--- config.mk ---
export PLATFORM = sky130hd
export DESIGN_NAME = sr_cmd_gen
export DESIGN_NICKNAME = d
export VERILOG_FILES = /design/src/rtl/sr_pkg.sv /design/src/rtl/sr_debounce.sv /design/src/rtl/sr_cmd_gen.sv
export SDC_FILE = /design/constraint.sdc
export NUM_CORES = 1
export LEC_CHECK = 0
export ABC_AREA = 1
export ABC_CLOCK_PERIOD_IN_PS = 3700
export CORE_MARGIN = 5
export CORE_UTILIZATION = 59
export DETAILED_ROUTE_END_ITERATION = 10
export PLACE_DENSITY = 0.81
export SKIP_LAST_GASP = 1
export SLEW_MARGIN = 10
export SYNTH_ARGS = -nofsm -noshare
export SYNTH_HDL_FRONTEND = slang
export SYNTH_HIERARCHICAL = 1
export SYNTH_SLANG_ARGS = --single-unit
--- constraint.sdc ---
create_clock -name clk -period 3.7 [get_ports clk]
set_input_delay 0.555 -clock clk [delete_from_list [all_inputs] [get_ports clk]]
set_output_delay 0.555 -clock clk [all_outputs]
set_load 0.005 [all_outputs]
--- src/rtl/sr_pkg.sv ---
// Shared types for the set/reset command generator.
// Contents: FSM state encoding and the command selector.
// No logic; imported by sr_debounce and sr_cmd_gen.
package sr_pkg;

    typedef enum logic [1:0] {
        IDLE    = 2'd0,
        ISSUE   = 2'd1,
        LOCKOUT = 2'd2
    } sr_state_t;

    typedef enum logic {
        CMD_SET = 1'b0,
        CMD_CLR = 1'b1
    } sr_cmd_t;

endpackage

--- src/rtl/sr_debounce.sv ---
// Two-FF synchroniser, debounce counter and rising-edge pulse for one raw request line.
// Ports: clk, reset_n (async active-low), req (raw, asynchronous), rise (one-cycle registered pulse).
// Latency: rise is visible in the cycle after edge k+DEBOUNCE_CYCLES+2 for a raw level first sampled at edge k.
module sr_debounce
    import sr_pkg::*;
#(
    parameter int DEBOUNCE_CYCLES = 4
) (
    input  logic clk,
    input  logic reset_n,
    input  logic req,
    output logic rise
);

    localparam int             CW      = $clog2(DEBOUNCE_CYCLES + 1);
    localparam logic [CW-1:0]  CNT_MAX = CW'(DEBOUNCE_CYCLES);

    logic          sync_a;
    logic          sync_b;
    logic          level;
    logic [CW-1:0] cnt;

    // The counter stops at CNT_MAX: reaching it toggles the level and clears,
    // so it can never wrap.
    always_ff @(posedge clk or negedge reset_n) begin
        if (!reset_n) begin
            sync_a <= 1'b0;
            sync_b <= 1'b0;
            level  <= 1'b0;
            cnt    <= '0;
            rise   <= 1'b0;
        end else begin
            sync_a <= req;
            sync_b <= sync_a;
            rise   <= 1'b0;
            if (sync_b == level) begin
                cnt <= '0;
            end else if (cnt == CNT_MAX) begin
                level <= ~level;
                cnt   <= '0;
                rise  <= ~level;
            end else begin
                cnt <= cnt + CW'(1);
            end
        end
    end

endmodule

--- src/rtl/sr_cmd_gen.sv ---
// Debounced set/clear requests -> rate-limited, mutually exclusive s/r commands with a one-cycle en strobe.
// Ports: clk, reset_n (async active-low), set_req/clr_req (raw), s/r/en/busy/conflict (registered).
// Latency: en one cycle after the pending flag is seen in IDLE; at most one command per LOCKOUT_CYCLES+1 cycles.
module sr_cmd_gen
    import sr_pkg::*;
#(
    parameter int DEBOUNCE_CYCLES = 4,
    parameter int LOCKOUT_CYCLES  = 8
) (
    input  logic clk,
    input  logic reset_n,
    input  logic set_req,
    input  logic clr_req,
    output logic s,
    output logic r,
    output logic en,
    output logic busy,
    output logic conflict
);

    localparam int            LW        = $clog2(LOCKOUT_CYCLES + 1);
    localparam logic [LW-1:0] LOCK_LOAD = LW'(LOCKOUT_CYCLES - 1);

    logic          set_rise;
    logic          clr_rise;
    sr_state_t     state;
    sr_state_t     state_n;
    sr_cmd_t       cmd_n;
    logic [LW-1:0] lock_cnt;
    logic [LW-1:0] lock_cnt_n;
    logic          set_pend;
    logic          clr_pend;
    logic          set_pend_n;
    logic          clr_pend_n;
    logic          arb;
    logic          s_n;
    logic          r_n;
    logic          en_n;
    logic          busy_n;
    logic          conflict_n;

    sr_debounce #(.DEBOUNCE_CYCLES(DEBOUNCE_CYCLES)) u_set_db (
        .clk     (clk),
        .reset_n (reset_n),
        .req     (set_req),
        .rise    (set_rise)
    );

    sr_debounce #(.DEBOUNCE_CYCLES(DEBOUNCE_CYCLES)) u_clr_db (
        .clk     (clk),
        .reset_n (reset_n),
        .req     (clr_req),
        .rise    (clr_rise)
    );

    always_comb begin
        state_n    = state;
        lock_cnt_n = lock_cnt;
        cmd_n      = CMD_SET;
        set_pend_n = set_pend;
        clr_pend_n = clr_pend;
        conflict_n = 1'b0;
        arb        = 1'b0;

        case (state)
            IDLE: arb = 1'b1;
            ISSUE: begin
                state_n    = LOCKOUT;
                lock_cnt_n = LOCK_LOAD;
            end
            LOCKOUT: begin
                // The exit edge doubles as the IDLE arbitration point, so a request
                // that waited through lockout goes out with no idle gap.
                if (lock_cnt == '0) begin
                    state_n = IDLE;
                    arb     = 1'b1;
                end else begin
                    lock_cnt_n = lock_cnt - LW'(1);
                end
            end
            default: state_n = IDLE;
        endcase

        // Clear has priority; a set pending alongside it is dropped and flagged.
        if (arb) begin
            if (clr_pend) begin
                state_n    = ISSUE;
                cmd_n      = CMD_CLR;
                clr_pend_n = 1'b0;
                set_pend_n = 1'b0;
                conflict_n = set_pend;
            end else if (set_pend) begin
                state_n    = ISSUE;
                cmd_n      = CMD_SET;
                set_pend_n = 1'b0;
            end
        end

        // New edges are captured in every state; a second edge on a set flag is absorbed.
        set_pend_n = set_pend_n | set_rise;
        clr_pend_n = clr_pend_n | clr_rise;

        en_n   = (state_n == ISSUE);
        s_n    = en_n && (cmd_n == CMD_SET);
        r_n    = en_n && (cmd_n == CMD_CLR);
        busy_n = (state_n != IDLE);
    end

    always_ff @(posedge clk or negedge reset_n) begin
        if (!reset_n) begin
            state    <= IDLE;
            lock_cnt <= '0;
            set_pend <= 1'b0;
            clr_pend <= 1'b0;
            s        <= 1'b0;
            r        <= 1'b0;
            en       <= 1'b0;
            busy     <= 1'b0;
            conflict <= 1'b0;
        end else begin
            state    <= state_n;
            lock_cnt <= lock_cnt_n;
            set_pend <= set_pend_n;
            clr_pend <= clr_pend_n;
            s        <= s_n;
            r        <= r_n;
            en       <= en_n;
            busy     <= busy_n;
            conflict <= conflict_n;
        end
    end

endmodule

==> metrics <==
synth top area cells=dfrtp_1, nand2_1, inv_1, ha_1, nand2_2; worst hold-check path type=input pin to asynchronous set/reset pin; FMAX=585 MHz; Yosys top cell by area=dfrtp_1; yosys warns=6; DR iter-0 viols=8; Max H-tree Level=1; Syn Inst Count=112; WP depth=1; Post-DRT Antenna Nets=0; Slew headroom=62.8%; register area share after synthesis=between 60% and 70%; area delta synth->final=11.9%; min Tclk post-route=approximately 1.7 ns; Synth Cell Area=1120 µm²; Slew Limit Fails=0; starting density of the core=63.6%; pin count of the biggest net entering global routing=28; # resized after CTS=0; CP Buf/Inv Count=1; routability cong.=about 0.73; Critical Path AT=around 1.2 ns; CP endpoint kind=output port; Synth cell types=21; # fillers=145; Reg2Reg Capture Point=lock_cnt[3]$_DFFE_PN0P_; crit-path leading delay family=buffers and inverters; Mapped Avg Cell Area=10.0 µm²; Leak=0.665 nW; initial antenna violation count=0; FP Rows=15; Worst Tran Pin Value=0.558 ns; Yosys top cell area share=between 60% and 70%; r2r startpoint=lock_cnt[0]$_DFFE_PN0P_; ys async rst share=100%; Via Count=711; area of the multi-input gates=approximately 360 µm²; CP Launch Point=s$_DFF_PN0_; hold_buf cts=0; maximum fanout along the worst path=1; vias per cell=4.77; Post-DP Area=1230 µm²; vias in the first global route=between 600 and 700; number of buffers created by CTS=3; layout cells sized above 1=15.3%; Top FF cell, synth=dfrtp_1; final net count=134; WL/cell=10.2 µm; slowest cell delay on critical path=~0.50 ns; maximum vdd drop=421 µV; Clk Latency, worst-skew pair=0.30 ns; gr ovfl total=0; die width=53.6 µm; worst path cell trace=clkdlybuf4s50_1; CTS tree=done; gr usage total=13.1%; clock tree buffer depth=2; WP data required=3.14 ns; Total Negative Setup Slacks=0 ns; DRC Markers=0; setup bufs post-CTS=0; EDFF count, synth=0; PwrDens=659 nW/µm²; flop2flop setup slack=approximately 2.4 ns; R2R depth=6; Setup crit end=s; Final Skew=0.00311 ns; chip height=53.6 µm; num ports=9; max_cap viols=0; RSZ-0062 raised after global routing=false; outcome=finished, final reports clean; Setup crit start kind=register; flip-flop and latch area=676 µm²; Final Cycle Share=between 40% and 50%; Die Area=2870 µm²; Core Region=1760 µm²; Routed WL=approximately 1.5 mm; Worst-path clk slew=about 0.13 ns; CTS root buf=clkbuf_4; final setup violation count=0; post-route cell area=1260 µm²; # diodes=0; synthesized flop and latch total=27; Syn Nets=121; Buffers on Ports=8; DRT Pass-1 Iters=4; first-pass GRT wire length=2.73 mm; Detail Placement HPWL=1.20 mm; CP max-delay cell=clkdlybuf4s50_1; class of the most critical setup path=register to output port; Fin. Hold Viols=0; Clock Sinks=27
logic make-up after synthesis:
| family | count (synthesis) | synth area share (%) |
|---|---|---|
| AO/OA/AOI/OAI | 11 | 7.02 |
| adder cells (fa/ha/maj) | 5 | 5.57 |
| buffers and inverters | 23 | 7.69 |
| flip-flops | 27 | 60.2 |
| AND/OR/NAND/NOR | 46 | 19.5 |
layout make-up:
class / count / area share [%]
clock buffers: 3 / 1.79
clock inverters: 1 / 0.398
inverters: 23 / 6.87
multi-input cells: 62 / 28.7
flip-flops and latches: 27 / 53.8
well taps: 25 / 2.49
repair buffers: 8 / 5.98
cells in the final DEF, fill, tap and decap left out, types with 2 or more instances in the layout:
cell,netlist,routed
nor2_1,8,8
nand2_1,22,22
and3_1,2,2
inv_1,21,21
nand3_1,3,3
inv_2,2,2
ha_1,5,5
nor3_1,2,2
dfrtp_1,27,27
nand2_2,5,5
o21ai_0,4,4
clkbuf_4,0,3
nand3_2,2,2
clkdlybuf4s50_1,0,7
flip-flops by register name, summed over array words and instances (netlist names):
signal	flops
r	1
lock_cnt	4
u_clr_db/sync_b	1
s	1
u_clr_db/sync_a	1
u_set_db/sync_b	1
u_set_db/rise	1
conflict	1
busy	1
u_clr_db/level	1
u_set_db/cnt	3
u_set_db/level	1
clr_pend	1
state	2
en	1
u_clr_db/cnt	3
set_pend	1
u_set_db/sync_a	1
u_clr_db/rise	1
how the worst min path moves through the flow:
stage                     cells past startpoint  slack, ns                        end                       from
after floorplan                               0       0.26             busy$_DFF_PN0_                    reset_n
final                                         1       0.22         conflict$_DFF_PN0_                    reset_n
after detailed placement                      0       0.34  u_set_db/sync_b$_DFF_PN0_  u_set_db/sync_a$_DFF_PN0_
after global placement                        0       0.33  u_clr_db/sync_b$_DFF_PN0_  u_clr_db/sync_a$_DFF_PN0_
after CTS                                     0       0.37  u_clr_db/sync_b$_DFF_PN0_  u_clr_db/sync_a$_DFF_PN0_
after global routing                          1       0.24    lock_cnt[1]$_DFFE_PN0P_                    reset_n
metrics by stage:
stage               setup slack (ns)  utilization, %  instances  hold WS [ns]  power, mW
floorplan                       2.54               -        112         0.259      0.641
global route                    1.94            71.2        149         0.243      0.898
CTS                             1.97            71.5        149         0.368      0.838
global placement                1.77            69.9        145         0.333      0.694
finish                          1.99            71.2        149         0.218      0.828
detailed placement              1.79            69.9        145         0.336      0.721
synth_stat cells (2+ instances only):
cell type / n
dfrtp_1: 27
nand2_1: 22
inv_1: 21
nor2_1: 8
ha_1: 5
nand2_2: 5
o21ai_0: 4
nand3_1: 3
and3_1: 2
inv_2: 2
nand3_2: 2
nor3_1: 2
power breakdown:
| group | total, mW | switching, mW | internal (mW) |
|---|---|---|---|
| registers | 0.435 | 0.0628 | 0.372 |
| logic | 0.276 | 0.160 | 0.116 |
| clock network | 0.118 | 0.0776 | 0.0403 |
| total | 0.828 | 0.300 | 0.528 |
layer usage:
metal  GRT usage, %  vias up  part of all wire [%]
li1               -      365                     -
met4           3.83        0                  0.79
met1           14.4      333                    47
met5              0        -                     0
met3           3.60        2                   3.1
met2           24.5       11                    49
Power figures use the tool's default switching activity.
